$ cat src/rtl/rom_sequencer.sv
// rom_sequencer: runs the credit microprograms from an external synchronous ROM against a 3-digit BCD credit.
// Optional macro ROM_SEQ_AUTOREPEAT_EN: a held command re-executes every REPEAT_DELAY cycles.
module rom_sequencer #(
    parameter int unsigned REPEAT_DELAY = 1_000_000
) (
    input  logic        clk,
    input  logic        reset,
    input  logic [2:0]  rom_num,
    output logic [4:0]  rom_addr,
    input  logic [3:0]  rom_data,
    output logic [11:0] credit,
    output logic        overflow,
    output logic        busy,
    output logic        done,
    output logic [2:0]  fsm_state
);
    typedef enum logic [2:0] {
        IDLE     = 3'd0,
        FETCH    = 3'd1,
        DECODE   = 3'd2,
        INC      = 3'd3,
        WAIT_REL = 3'd4
    } state_t;

    state_t      state, state_n;
    logic [1:0]  sel, sel_n;
    logic [1:0]  ptr, ptr_n;
    logic [3:0]  pc, pc_n;  // pc[3] set means all eight words have executed
    logic [11:0] credit_n;
    logic        overflow_n;
    logic [3:0]  digit;
    logic [1:0]  op, arg;

    assign op        = rom_data[3:2];
    assign arg       = rom_data[1:0];
    assign busy      = (state != IDLE);
    assign fsm_state = state;

    function automatic logic [11:0] set_digit(input logic [11:0] c, input logic [1:0] idx,
                                              input logic [3:0] val);
        logic [11:0] r;
        r = c;
        case (idx)
            2'd0:    r[3:0]  = val;
            2'd1:    r[7:4]  = val;
            default: r[11:8] = val;
        endcase
        return r;
    endfunction

    always_comb begin
        case (ptr)
            2'd0:    digit = credit[3:0];
            2'd1:    digit = credit[7:4];
            default: digit = credit[11:8];
        endcase
    end

`ifdef ROM_SEQ_AUTOREPEAT_EN
    localparam int CNT_W = (REPEAT_DELAY > 1) ? $clog2(REPEAT_DELAY) : 1;
    logic [CNT_W-1:0] cnt, cnt_n;
    logic             held_same;
    assign held_same = !rom_num[2] && (rom_num[1:0] == sel);
`else
    // REPEAT_DELAY only matters when auto-repeat is built in.
    if (REPEAT_DELAY == 0) begin : g_repeat_unused
    end
`endif

    always_comb begin
        state_n    = state;
        sel_n      = sel;
        ptr_n      = ptr;
        pc_n       = pc;
        credit_n   = credit;
        overflow_n = overflow;
        done       = 1'b0;
`ifdef ROM_SEQ_AUTOREPEAT_EN
        cnt_n      = '0;
`endif
        case (state)
            IDLE: begin
                if (!rom_num[2]) begin
                    sel_n   = rom_num[1:0];
                    pc_n    = 4'd0;
                    state_n = FETCH;
                end
            end
            FETCH: state_n = DECODE;
            DECODE: begin
                if (pc[3] || op == 2'b00 || op == 2'b11) begin
                    done    = 1'b1;
                    state_n = WAIT_REL;
                end else if (op == 2'b10) begin
                    credit_n   = 12'h000;
                    overflow_n = 1'b0;
                    pc_n       = pc + 4'd1;
                    state_n    = FETCH;
                end else if (arg == 2'd3) begin
                    pc_n    = pc + 4'd1;
                    state_n = FETCH;
                end else begin
                    ptr_n   = arg;
                    state_n = INC;
                end
            end
            INC: begin
                if (digit < 4'd9) begin
                    credit_n = set_digit(credit, ptr, digit + 4'd1);
                    pc_n     = pc + 4'd1;
                    state_n  = FETCH;
                end else if (ptr == 2'd2) begin
                    // carry out of hundreds saturates instead of wrapping
                    credit_n   = 12'h999;
                    overflow_n = 1'b1;
                    pc_n       = pc + 4'd1;
                    state_n    = FETCH;
                end else begin
                    credit_n = set_digit(credit, ptr, 4'd0);
                    ptr_n    = ptr + 2'd1;
                end
            end
            WAIT_REL: begin
                if (rom_num[2]) begin
                    state_n = IDLE;
                end
`ifdef ROM_SEQ_AUTOREPEAT_EN
                else if (held_same) begin
                    if (cnt == CNT_W'(REPEAT_DELAY - 1)) begin
                        pc_n    = 4'd0;
                        state_n = FETCH;
                    end else begin
                        cnt_n = cnt + 1'b1;
                    end
                end
`endif
            end
            default: state_n = IDLE;
        endcase
    end

    always_ff @(posedge clk) begin
        if (reset) begin
            state    <= IDLE;
            sel      <= 2'd0;
            ptr      <= 2'd0;
            pc       <= 4'd0;
            credit   <= 12'h000;
            overflow <= 1'b0;
            rom_addr <= 5'd0;
        end else begin
            state    <= state_n;
            sel      <= sel_n;
            ptr      <= ptr_n;
            pc       <= pc_n;
            credit   <= credit_n;
            overflow <= overflow_n;
            rom_addr <= {sel_n, pc_n[2:0]};
        end
    end

`ifdef ROM_SEQ_AUTOREPEAT_EN
    always_ff @(posedge clk) begin
        if (reset) cnt <= '0;
        else       cnt <= cnt_n;
    end
`endif

endmodule

$ cat config.mk
export PLATFORM = sky130hd
export DESIGN_NAME = rom_sequencer
export DESIGN_NICKNAME = d
export VERILOG_FILES = /design/src/rtl/rom_sequencer.sv
export SDC_FILE = /design/constraint.sdc
export NUM_CORES = 1
export LEC_CHECK = 0
export CAP_MARGIN = 20
export CORE_MARGIN = 5
export CORE_UTILIZATION = 40
export CTS_CLUSTER_DIAMETER = 150
export DETAILED_ROUTE_END_ITERATION = 8
export MAX_ROUTING_LAYER = met4
export PLACE_DENSITY_LB_ADDON = 0.3
export SLEW_MARGIN = 20
export SYNTH_ARGS = -nofsm -noshare
export SYNTH_HDL_FRONTEND = slang
export SYNTH_SLANG_ARGS = --single-unit
export TNS_END_PERCENT = 10
$ cat constraint.sdc
create_clock -name clk -period 4.3 [get_ports clk]
set_input_delay 0.645 -clock clk [delete_from_list [all_inputs] [get_ports clk]]
set_output_delay 0.645 -clock clk [all_outputs]
set_load 0.01 [all_outputs]
==> results.py, run 1 <==
metrics = {
    "run_status": {
        "status": "finished, final reports clean",
    },
    "grt": {
        "first_global_vias": 1414,
        "grt_max_degree": 28,
        "globalRouteOverflowTotal": 0,
        "antenna_found_initial": 0,
        "grtUsageTotal": 0.1609,
        "grt_pass1_wl_mm": 6.430,
    },
    "placement": {
        "gp_congestion": 0.9167,
        "portBuffers": 31,
        "dpl.cell_count": 243,
        "place_area_sq_um": 1767,
        "hpwl_mm": 2.745,
    },
    "sta": {
        "setup_tns_ns": 0,
        "relSlewSlack": 0.3666,
        "fin_crit_ns": 3.165,
        "final_hold_viol_count": 0,
        "tightest_slew_ns": 0.9471,
        "slew_viol_final": 0,
        "rsz0062_at_grt": "no",
        "fin_hold_ws_ns": 0.4979,
        "max_freq_mhz": 315.9,
        "setup_viol": 0,
        "fin_crit_sh": 0.7361,
        "fin_worst_skew_ns": 0.003583,
    },
    "cells_and_area": {
        "design_area_sq_um": 1819,
        "layout.nets": 218,
        "area_growth_pct": 26.32,
        "fin_util": 0.5326,
        "drive_gt1_frac": 0.04975,
        "antenna_cells": 0,
        "final_cells": 247,
    },
    "clocking": {
        "cts_root_buf": "clkbuf_4",
        "clkLatencyLatePin_ns": 0.32,
        "postCtsHoldBufs": 0,
        "cts_tree": "done",
        "clkTransAtPathRegs_ns": 0.14,
        "cts_buffer_depth": 2,
        "cts_buffers": 3,
        "cts_setup_buffers": 0,
        "cts_resized": 0,
        "ctsHtreeMaxLevel": 1,
        "clock_sinks": 24,
    },
    "detailed_routing": {
        "via_count": 1401,
        "drt-total-wl_mm": 3.633,
        "ant_nets": 0,
        "route.detailed.drc": 0,
        "drt_iter0_markers": 63,
        "viasPerCell": 5.672,
        "wl_per_cell_um": 14.71,
        "drt-pass1-iter-count": 4,
    },
    "min_path": {
        "hold_end": "credit[1]",
        "worstHoldStart": "credit[1]",
        "worstHoldPathType": "reg -> reg",
        "holdPathStages": 1,
    },
    "die": {
        "ios": 32,
        "die_y_um": 70,
        "core_area_sq_um": 3416,
        "die-area_sq_um": 4900,
        "chipWidth_um": 70,
        "initial_core_util": 0.4216,
        "rows": 21,
    },
    "critical_path": {
        "path_class": "reg -> reg",
        "r2r_end": "credit[0]",
        "r2r-start": "ptr[0]",
        "critPathMaxFanout": 10,
        "crit_required_ns": 4.55,
        "cp.arrival_ns": 3.41,
        "crit_path_end_kind": "flop",
        "worst-r2r-setup-slack_ns": 1.13,
        "cp-start-kind": "flop",
        "r2r_cells": 10,
    },
    "pwr": {
        "pwr_density_cell_nw_per_um2": 257.9,
        "ir_worst_vdd_mv": 0.1588,
        "p_leak_nw": 0.6324,
    },
    "yosys": {
        "ys_seq_area_frac": 0.3336,
        "synth.avg_cell_area_sq_um": 8.277,
        "synth_seq_cells": 24,
        "syn_inst": 174,
        "synthesis.area_sq_um": 1440,
        "ys_types": 45,
        "synth_warnings": 0,
        "syn_nets": 190,
    },
    "run": {
        "max_cap_viol_count": 0,
    },
}
==> per-stage QoR <==
| step | setup slack (ns) | power, W |
|---|---|---|
| 6_report | 1.135 | 0.0004691 |
| 5_1_grt | 0.8730 | 0.0004880 |
| 4_1_cts | 1.119 | 0.0004692 |
| 3_5_place_dp | 1.158 | 0.0003061 |
| 3_3_place_gp | 1.336 | 0.0003048 |
| 2_1_floorplan | 1.626 | 0.0002790 |
==> worst max-delay path, stage by stage (launching register included) <==
cell and delay (ns):
dfxtp_1 0.36, inv_1 0.10, ha_1 0.25, or2_2 0.35, o21ai_0 0.39, ha_1 0.27, nor3b_1 0.38, nor4_4 0.13
a211oi_1 0.36, o21ai_0 0.26, o31ai_1 0.24
==> cell type report <==
class,count,area [sq um]
Fill cell,336,1597
Multi-Input combinational cell,130,873.3
Sequential cell,24,480.5
Timing Repair Buffer,31,310.3
Tap cell,46,57.56
Inverter,12,45.04
Clock inverter,1,30.03
Clock buffer,3,22.52
==> cells by family after synthesis <==
kind of cell               count (synthesis)  synth area share
AOI/OAI and AO/OA                         53            0.2528
xor gates and xnor gates                   2           0.01217
adders and majority gates                  7           0.06081
buffers and inverters                     20           0.05995
DFF                                       24            0.3336
muxes                                      6           0.04170
and+or+nand+nor                           62            0.2389
==> cell usage in the layout (no fill, tap or decap), drive strengths merged, types with 3 or more instances in the layout <==
cell,count
clkdlybuf4s50,31
dfxtp,24
nor2,16
o21ai,14
inv,12
nand2,9
ha,7
nor2b,6
a21oi,6
mux2i,6
nor3,6
a211oi,5
a31oi,5
o22ai,4
nand2b,4
o31ai,4
o2bb2ai,3
nand3,3
or4,3
nand3b,3
clkbuf,3
==> how the worst max path moves through the flow <==
stage	startpoint	to	slack, ns	depth (start not counted)
after floorplan	ptr[0]	credit[3]	1.63	10
after global placement	ptr[0]	credit[1]	1.34	10
after detailed placement	ptr[0]	credit[1]	1.16	10
after CTS	ptr[0]	credit[0]	1.12	10
after global routing	ptr[1]	credit[0]	0.87	10
final	ptr[0]	credit[0]	1.13	10
==> power breakdown <==
group,internal [W],switching [W]
clock,0.0000943,0.0000728
sequential,0.000226,0.00000662
combinational,0.0000331,0.0000361
total,0.000354,0.000115
==> layer usage <==
metal / share of wire / track usage
met1: 0.45 / 0.2028
met3: 0.053 / 0.02582
met5: 0 / -
met4: 0.010 / 0.05319
met2: 0.48 / 0.2623
==> cells in the mapped netlist, drive strengths merged <==
cell | instances | area (sq um)
o2bb2ai | 3 | 26.28
nand4b | 1 | 8.760
nor4 | 2 | 27.53
dfxtp | 24 | 480.5
or4b | 1 | 10.01
nand2 | 9 | 33.78
nand2b | 4 | 25.02
o211a | 1 | 10.01
a2111oi | 1 | 8.760
or2 | 2 | 12.52
or3 | 1 | 6.260
o32ai | 2 | 17.52
a21oi | 6 | 30.03
nor3b | 1 | 7.510
o22ai | 4 | 25.02
o21ai | 14 | 70.06
nor2 | 16 | 60.06
or4 | 3 | 22.52
a31oi | 5 | 31.28
clkbuf | 5 | 18.77
xnor2 | 2 | 17.52
nand4 | 2 | 12.51
a311oi | 1 | 15.01
o21ba | 1 | 10.01
nor3 | 6 | 30.03
ha | 7 | 87.58
a21boi | 1 | 7.510
and3 | 1 | 6.260
nand3 | 3 | 15.01
nand3b | 3 | 22.52
buf | 3 | 22.52
mux2i | 6 | 60.06
and2 | 1 | 6.260
a2bb2oi | 1 | 8.760
a211oi | 5 | 37.54
o21a | 1 | 7.510
a211o | 1 | 8.760
inv | 12 | 45.04
nor2b | 6 | 37.54
o31ai | 4 | 35.03
a22oi | 2 | 15.01
==> registers in the layout, summed over array words and instances (netlist names) <==
signal and flops:
ptr 2, credit 12, rom_addr 5, pc 1
overflow 1, fsm_state 3
No activity file was read; power rests on OpenSTA's default activity.
==> run 2, diff against run 1 <==
==> constraint.sdc (replaced) <==
create_clock -name clk -period 2.82 [get_ports clk]
set_input_delay 0.423 -clock clk [delete_from_list [all_inputs] [get_ports clk]]
set_output_delay 0.423 -clock clk [all_outputs]
set_load 0.01 [all_outputs]
==> run 2 against run 1 <==
Net effect: first-iteration DRC count rose by 43%; routed wire length rose by 8.1%; fmax rose by 17%; critical path depth rose by 2.
==> results.py, run 2 (synthesis results as in run 1) <==
metrics = {
    "critical_path": {
        "worstPathCellList": "inv_1 > buf_4 > ha_2 > and2_1 > o22ai_2 > ha_2 > nor3b_4 > nor4_4 > buf_4 > a311oi_4 > nand3b_1 > a31oi_1",
        "slowest_delay_ns": 0.37,
        "critPathBufInv": 3,
        "crit_required_ns": 3.09,
        "cpMaxStageDelayCell": "a311oi_4",
        "crit_family": "compound AO/OA/AOI/OAI gates",
        "path_class": "reg -> reg",
        "cp.arrival_ns": 2.96,
        "crit_path_end_kind": "flop",
        "critPathMaxFanout": 6,
        "cp-start-kind": "flop",
    },
    "grt": {
        "grt_max_degree": 17,
        "globalRouteOverflowTotal": 0,
        "grt_pass1_wl_mm": 6.486,
        "grt_busiest_layer": "met2",
        "first_global_vias": 1404,
        "grtUsageMet3": 0.02009,
        "gr-usage-met2": 0.2697,
        "use_met1": 0.2005,
        "grtUsageTotal": 0.1592,
        "antenna_found_initial": 0,
    },
    "detailed_routing": {
        "viasPerCell": 5.623,
        "drt-total-wl_mm": 3.928,
        "via_count": 1462,
        "ant_nets": 0,
        "route.detailed.drc": 0,
        "wl_per_cell_um": 15.11,
        "drt-pass1-iter-count": 4,
        "drt_iter0_markers": 90,
    },
    "sta": {
        "fin_crit_ns": 2.698,
        "fin_crit_sh": 0.9568,
        "setup_viol": 0,
        "slew_viol_final": 0,
        "tightest_slew_ns": 0.6369,
        "fin_hold_ws_ns": 0.4849,
        "relSlewSlack": 0.5737,
        "final_hold_viol_count": 0,
        "setup_tns_ns": 0,
        "max_freq_mhz": 370.6,
        "fin_worst_skew_ns": 0.006096,
        "layout_setup_ws_ns": 0.1219,
    },
    "run_status": {
        "status": "finished, final reports clean",
    },
    "cells_and_area": {
        "area_growth_pct": 39.70,
        "largest_reg_flops": 12,
        "antenna_cells": 0,
        "layout.nets": 231,
        "drive_gt1_frac": 0.1589,
        "n_fill_cell": 298,
        "final_cell_mix": "clkdlybuf4s50_1 (31), dfxtp_1 (23), nor2_1 (16)",
        "design_area_sq_um": 2012,
        "final_common_cell": "clkdlybuf4s50_1",
        "regMostFlops": "credit",
    },
    "die": {
        "core_area_sq_um": 3416,
        "die_y_um": 70,
        "chipWidth_um": 70,
        "ios": 32,
        "die-area_sq_um": 4900,
        "rows": 21,
        "initial_core_util": 0.4216,
    },
    "clocking": {
        "cts_buffers": 3,
        "ctsHtreeMaxLevel": 1,
        "clkLatencyLatePin_ns": 0.32,
        "postCtsHoldBufs": 0,
        "clkTransAtPathRegs_ns": 0.14,
        "cts_root_buf": "clkbuf_4",
        "cts_buffer_depth": 2,
        "cts_tree": "done",
        "clock_sinks": 24,
    },
    "run": {
        "max_cap_viol_count": 0,
    },
    "placement": {
        "hpwl_mm": 2.906,
        "gp_congestion": 0.9322,
        "dp_slack_ns": -0.04623,
        "place_area_sq_um": 1834,
        "portBuffers": 31,
    },
    "pwr": {
        "ir_worst_vdd_mv": 0.2258,
        "pwr_density_cell_nw_per_um2": 364.0,
        "p_leak_nw": 0.7043,
    },
    "min_path": {
        "worstHoldPathType": "reg -> reg",
    },
}
## run 2: layer usage
metal  up-vias  share of wire  wire [um]
met4         0          0.020         80
met3         8          0.045        177
met1       678           0.45       1750
met2        52           0.49       1920
li1        724              -          -
met5         -              0          0
## run 2: repair_timing
| action | 4_1_cts | 5_1_grt |
|---|---|---|
| gates resized for setup | 3 | 16 |
| cloned | 0 | 1 |
| pin swaps | 0 | 5 |
| endpoints found under the setup margin | 10 | 18 |
| setup buffers | 0 | 3 |
## run 2: cell type report
type	instances	area (sq um)	share of cell area
Clock buffer	3	22.52	0.01119
Clock inverter	1	30.03	0.01493
Inverter	12	45.04	0.02239
Multi-Input combinational cell	131	974.7	0.4845
Sequential cell	24	481.7	0.2394
Tap cell	46	57.56	0.02861
Timing Repair Buffer	43	400.4	0.1990
## run 2: worst min-delay path, stage by stage (launching register included)
cell and delay [ns]:
dfxtp_1 0.35, inv_1 0.05, o22ai_1 0.05
## run 2: worst paths after layout
| check | cells after the start | end | from | slack, ns |
|---|---|---|---|---|
| max reg2reg | 12 | rom_addr[2] | ptr[0] | 0.12 |
| max | 12 | rom_addr[2] | ptr[0] | 0.12 |
| min | 2 | credit[7] | credit[7] | 0.48 |
| min reg2reg | 2 | credit[7] | credit[7] | 0.48 |
## run 2: where the power goes
| group | leakage, nW | switching, W | internal [W] | total, W |
|---|---|---|---|---|
| sequential | 0.195 | 0.00000524 | 0.000345 | 0.000350 |
| clock | 0.0279 | 0.000110 | 0.000144 | 0.000253 |
| combinational | 0.482 | 0.0000675 | 0.0000613 | 0.000129 |
| total | 0.704 | 0.000182 | 0.000550 | 0.000732 |
## run 2: per-stage QoR
stage	power (W)	util	cells
2_1_floorplan	0.0004254	-	174
4_1_cts	0.0007286	0.5579	256
3_5_place_dp	0.0004745	0.5370	252
3_3_place_gp	0.0004725	0.5370	252
6_report	0.0007324	0.5890	260
5_1_grt	0.0007615	0.5890	260
==> run 3, diff against run 2 <==
--- a/config.mk
+++ b/config.mk
@@ -9,6 +9,7 @@
 export CORE_MARGIN = 5
 export CORE_UTILIZATION = 40
 export CTS_CLUSTER_DIAMETER = 150
+export CTS_CLUSTER_SIZE = 40
 export DETAILED_ROUTE_END_ITERATION = 8
 export MAX_ROUTING_LAYER = met4
 export PLACE_DENSITY_LB_ADDON = 0.3
==> results of run 3 <==
The final DEF is identical to that of run 2; final timing and power are the same.
